===== src/rtl/booth_mul_seq.sv =====
// ---------------------------------------------------------------------------
// booth_mul_seq
//   Sequential signed radix-2 Booth multiplier. One Booth step is performed
//   per clock through a single Adder_subtractor instance that is WIDTH+1 bits
//   wide. The extra bit keeps M = -2^(WIDTH-1) exact when it is negated.
//
//   Ports
//     clk           rising-edge clock
//     rst           synchronous, active-high reset
//     in_valid      operand pair valid (upstream handshake)
//     in_ready      block can accept an operand pair (high only in IDLE)
//     multiplicand  signed operand M, WIDTH bits
//     multiplier    signed operand Q, WIDTH bits
//     out_valid     product valid (high only in DONE)
//     out_ready     consumer accepts the product
//     product       signed product M*Q, 2*WIDTH bits, held while out_valid
//     busy          high while the Booth iterations run (CALC)
//
//   Timing: accepting edge -> WIDTH CALC edges -> DONE until out_ready.
// ---------------------------------------------------------------------------

// ---------------------------------------------------------------------------
// Adder_subtractor
//   out = x + y       when carryin = 0
//   out = x - y       when carryin = 1  (x + ~y + 1)
//   carryout is the carry out of the MSB.
//
//   Ports
//     x, y      width-bit operands
//     carryin   0 = add, 1 = subtract
//     out       width-bit result
//     carryout  carry out of the top bit
// ---------------------------------------------------------------------------
module Adder_subtractor #(
    parameter int width = 4
) (
    input  logic [width-1:0] x,
    input  logic [width-1:0] y,
    input  logic             carryin,
    output logic [width-1:0] out,
    output logic             carryout
);

    logic [width:0] sum;

    // Subtraction reuses the adder: invert y and inject the +1 through the carry.
    always_comb begin
        sum = {1'b0, x} + {1'b0, (y ^ {width{carryin}})} + {{width{1'b0}}, carryin};
    end

    assign out      = sum[width-1:0];
    assign carryout = sum[width];

endmodule

module booth_mul_seq #(
    parameter int WIDTH = 4
) (
    input  logic                 clk,
    input  logic                 rst,
    input  logic                 in_valid,
    output logic                 in_ready,
    input  logic [WIDTH-1:0]     multiplicand,
    input  logic [WIDTH-1:0]     multiplier,
    output logic                 out_valid,
    input  logic                 out_ready,
    output logic [2*WIDTH-1:0]   product,
    output logic                 busy
);

    localparam int CNT_W = (WIDTH > 2) ? $clog2(WIDTH) : 1;
    localparam logic [CNT_W-1:0] LAST_STEP = CNT_W'(WIDTH - 1);

    typedef enum logic [1:0] {
        IDLE = 2'd0,
        CALC = 2'd1,
        DONE = 2'd2
    } state_t;

    state_t state;

    // Booth working registers: accumulator A, multiplier shift register Q,
    // the appended bit q_m1 and the sign-extended multiplicand.
    logic signed [WIDTH:0] acc;
    logic signed [WIDTH:0] m_ext;
    logic [WIDTH-1:0]      q_reg;
    logic                  q_m1;
    logic [CNT_W-1:0]      count;

    // Adder/subtractor connection.
    logic                  do_sub;
    logic                  do_op;
    logic [WIDTH:0]        adder_out;
    logic                  carry_unused;

    // Result of one Booth step, before it is registered.
    logic signed [WIDTH:0] acc_sel;
    logic signed [WIDTH:0] acc_next;
    logic [WIDTH-1:0]      q_next;
    logic                  q_m1_next;
    logic [2*WIDTH-1:0]    product_next;

    assign do_sub = q_reg[0] & ~q_m1;     // pair 10: A - M
    assign do_op  = q_reg[0] ^ q_m1;      // pairs 01/10 touch the accumulator

    Adder_subtractor #(
        .width (WIDTH + 1)
    ) u_addsub (
        .x        (acc),
        .y        (m_ext),
        .carryin  (do_sub),
        .out      (adder_out),
        .carryout (carry_unused)
    );

    // One Booth step: optional add/sub, then arithmetic shift right of
    // {A, Q, q_m1}. The no-op pairs bypass the adder entirely.
    always_comb begin
        acc_sel      = do_op ? $signed(adder_out) : acc;
        acc_next     = acc_sel >>> 1;
        q_next       = {acc_sel[0], q_reg[WIDTH-1:1]};
        q_m1_next    = q_reg[0];
        product_next = {acc_next[WIDTH-1:0], q_next};
    end

    always_ff @(posedge clk) begin
        if (rst) begin
            state     <= IDLE;
            in_ready  <= 1'b1;
            out_valid <= 1'b0;
            busy      <= 1'b0;
            product   <= '0;
            acc       <= '0;
            m_ext     <= '0;
            q_reg     <= '0;
            q_m1      <= 1'b0;
            count     <= '0;
        end else begin
            case (state)
                // ---- IDLE: capture operands on the accepting edge ----
                IDLE: begin
                    if (in_valid && in_ready) begin
                        m_ext     <= $signed({multiplicand[WIDTH-1], multiplicand});
                        q_reg     <= multiplier;
                        acc       <= '0;
                        q_m1      <= 1'b0;
                        count     <= '0;
                        state     <= CALC;
                        in_ready  <= 1'b0;
                        busy      <= 1'b1;
                    end
                end

                // ---- CALC: one Booth step per edge, WIDTH steps in total ----
                CALC: begin
                    acc   <= acc_next;
                    q_reg <= q_next;
                    q_m1  <= q_m1_next;
                    count <= count + CNT_W'(1);
                    if (count == LAST_STEP) begin
                        state     <= DONE;
                        busy      <= 1'b0;
                        out_valid <= 1'b1;
                        product   <= product_next;
                    end
                end

                // ---- DONE: hold the product until the consumer takes it ----
                DONE: begin
                    if (out_valid && out_ready) begin
                        state     <= IDLE;
                        out_valid <= 1'b0;
                        in_ready  <= 1'b1;
                        product   <= '0;
                    end
                end

                default: begin
                    state     <= IDLE;
                    in_ready  <= 1'b1;
                    out_valid <= 1'b0;
                    busy      <= 1'b0;
                    product   <= '0;
                end
            endcase
        end
    end

endmodule


===== config.mk =====
export PLATFORM = sky130hd
export DESIGN_NAME = booth_mul_seq
export DESIGN_NICKNAME = d
export VERILOG_FILES = /design/src/rtl/booth_mul_seq.sv
export SDC_FILE = /design/constraint.sdc
export NUM_CORES = 1
export LEC_CHECK = 0
export ABC_AREA = 1
export CAP_MARGIN = 10
export CORE_MARGIN = 8
export CORE_UTILIZATION = 40
export DETAILED_ROUTE_END_ITERATION = 7
export GPL_ROUTABILITY_DRIVEN = 0
export GPL_TIMING_DRIVEN = 0
export PLACE_DENSITY = 0.58
export SETUP_SLACK_MARGIN = 0.3
export SYNTH_ARGS = -nofsm -noshare
export SYNTH_HDL_FRONTEND = slang
export SYNTH_HIERARCHICAL = 1
export SYNTH_SLANG_ARGS = --single-unit

===== constraint.sdc =====
create_clock -name clk -period 6.2 [get_ports clk]
set_clock_uncertainty 0.15 [all_clocks]
set_input_delay 0.93 -clock clk [delete_from_list [all_inputs] [get_ports clk]]
set_output_delay 0.93 -clock clk [all_outputs]
set_load 0.01 [all_outputs]

==> results.py <==
metrics = {
    "die": {
        "die_h_um": 77.0,
        "die_w_um": 77.0,
        "dieArea_um2": 5920,
        "io_pins": 23,
        "core-area_um2": 3610,
        "start_util": 0.412,
        "fp-row-count": 22,
    },
    "outcome": {
        "status": "finished clean",
    },
    "global_routing": {
        "grt_max_degree": 16,
        "gr-total-overflow": 0,
        "grt_pass1_wl_um": 5660,
        "grt_pass1_vias": 1275,
        "antenna_found_initial": 0,
        "grt.total_usage": 0.115,
    },
    "worst_setup_path": {
        "crit_required_ps": 6250,
        "startpoint_type": "flop",
        "reg2regPathDepth": 13,
        "worstSetupPathType": "flop to flop",
        "cp_max_fo": 5,
        "end_kind": "flop",
        "cp.arrival_ps": 2370,
    },
    "yosys": {
        "syn_area_per_cell_um2": 7.08,
        "syn_area_um2": 1490,
        "syn_inst": 210,
        "synth_fp_nets": 230,
        "synth_warnings": 6,
    },
    "finish": {
        "stdcell_count": 283,
        "top_register": "product",
        "n_antenna_cell": 0,
        "final_nets": 256,
        "largest_reg_flops": 8,
        "area_growth_syn_to_layout_pct": 21.9,
        "drive_above_1_share": 0.0894,
    },
    "power": {
        "vdd_drop_max_uv": 192,
        "swShare": 0.299,
        "pwr-share-seq": 0.478,
        "switchingPower_mw": 0.125,
        "intPower_mw": 0.293,
        "leakage_nw": 0.797,
        "pwr_density_cell_nw_per_um2": 231,
        "clockPowerShare": 0.266,
        "combPwrFrac": 0.256,
    },
    "placement": {
        "portBuffers": 21,
        "dp.cells": 279,
        "dp.final_hpwl_um": 2480,
    },
    "detailed_routing": {
        "totalWireLength_um": 3160,
        "wl_per_cell_um": 11.2,
        "vias_per_cell": 4.72,
        "drtAntennaViolNets": 0,
        "via_count": 1335,
        "drt_iter0_markers": 70,
        "dr.pass1.iters": 5,
        "drc": 0,
    },
    "clock_tree": {
        "clock_latency_ps": 270,
        "cts_resized": 0,
        "cts.sinks": 28,
        "cts_made_buffers": 3,
        "htree_levels": 1,
        "root_buffer": "clkbuf_8",
        "post-cts-setup-buffers": 0,
        "holdBufCountCts": 0,
        "cts_max_path_buffers": 2,
        "clk_pin_slew_ps": 90,
        "cts_tree": "done",
    },
    "timing": {
        "setup_tns_ps": 0,
        "finalSetupViolCount": 0,
        "final_hold_viol_count": 0,
        "min_period_ps": 2320,
        "max_clock_freq_mhz": 431,
        "rsz0062_at_grt": "false",
        "tightest_slew_ps": 483,
        "slew_headroom": 0.678,
        "finalMaxSlewViolations": 0,
        "period_share": 0.374,
    },
    "worst_hold_path": {
        "hold_depth": 2,
        "hold_path.class": "flop to flop",
    },
    "run": {
        "maxCapViolations": 0,
    },
}
==> power groups by stage <==
stage | clock network [mW] | logic, mW | registers, mW
floorplan | 0 | 0.0799 | 0.203
global placement | 0 | 0.107 | 0.205
detailed placement | 0 | 0.108 | 0.205
CTS | 0.116 | 0.109 | 0.200
global route | 0.124 | 0.123 | 0.202
finish | 0.111 | 0.107 | 0.200
==> final cells by class <==
cell class,count,area (µm²)
Sequential cell,28,561
Clock buffer,4,55.1
Timing Repair Buffer,21,210
Multi-Input combinational cell,149,785
Fill cell,399,1790
Tap cell,48,60.1
Buffer,5,33.8
Inverter,28,108
==> metal layers <==
| layer | global-route usage | share of wire | vias up |
|---|---|---|---|
| met5 | 0 | 0 | - |
| met4 | 0.0404 | 0.0098 | 0 |
| met3 | 0.0280 | 0.042 | 2 |
| met2 | 0.194 | 0.46 | 24 |
| met1 | 0.137 | 0.49 | 603 |
| li1 | - | - | 706 |
==> critical path, cell delays in order (launching register included) <==
cell and delay (ps):
dfxtp_1 340, inv_1 40, ha_1 180, buf_6 140
xnor2_2 150, fa_1 430, nand3b_1 190, nand2_1 80
nand2_1 40, nand2_1 50, nand2_1 50, a21oi_1 190
nand2_1 80, a21oi_1 140
==> layout by cell type, fill, tap and decap left out, types with 3 or more instances in the layout <==
master,count
inv_2,3
clkbuf_8,4
clkdlybuf4s50_1,21
ha_1,7
inv_1,24
a21oi_1,24
nand2_2,4
dfxtp_1,28
o21ai_0,10
nand3_1,7
xor2_1,3
nand2_1,51
nor2_1,30
clkbuf_1,3
==> final timing paths <==
check	from	to	slack, ps
setup / recovery	q_m1$_SDFFE_PP0P_	product[7]$_SDFFE_PP0P_	3880
hold reg to reg	q_m1$_SDFFE_PP0P_	q_m1$_SDFFE_PP0P_	310
hold / removal	q_m1$_SDFFE_PP0P_	q_m1$_SDFFE_PP0P_	310
setup reg to reg	q_m1$_SDFFE_PP0P_	product[7]$_SDFFE_PP0P_	3880
==> metrics by stage <==
step	hold slack [ps]	area, µm²	util	setup WS (ps)	total power [mW]
after global routing	342	1810	0.502	3630	0.450
after detailed placement	303	1760	0.487	3810	0.312
after global placement	303	1760	0.487	3810	0.312
after floorplan	283	1490	-	4080	0.283
final	314	1810	0.502	3880	0.419
after CTS	319	1810	0.502	3860	0.425
(Power assumes the default switching activity.)
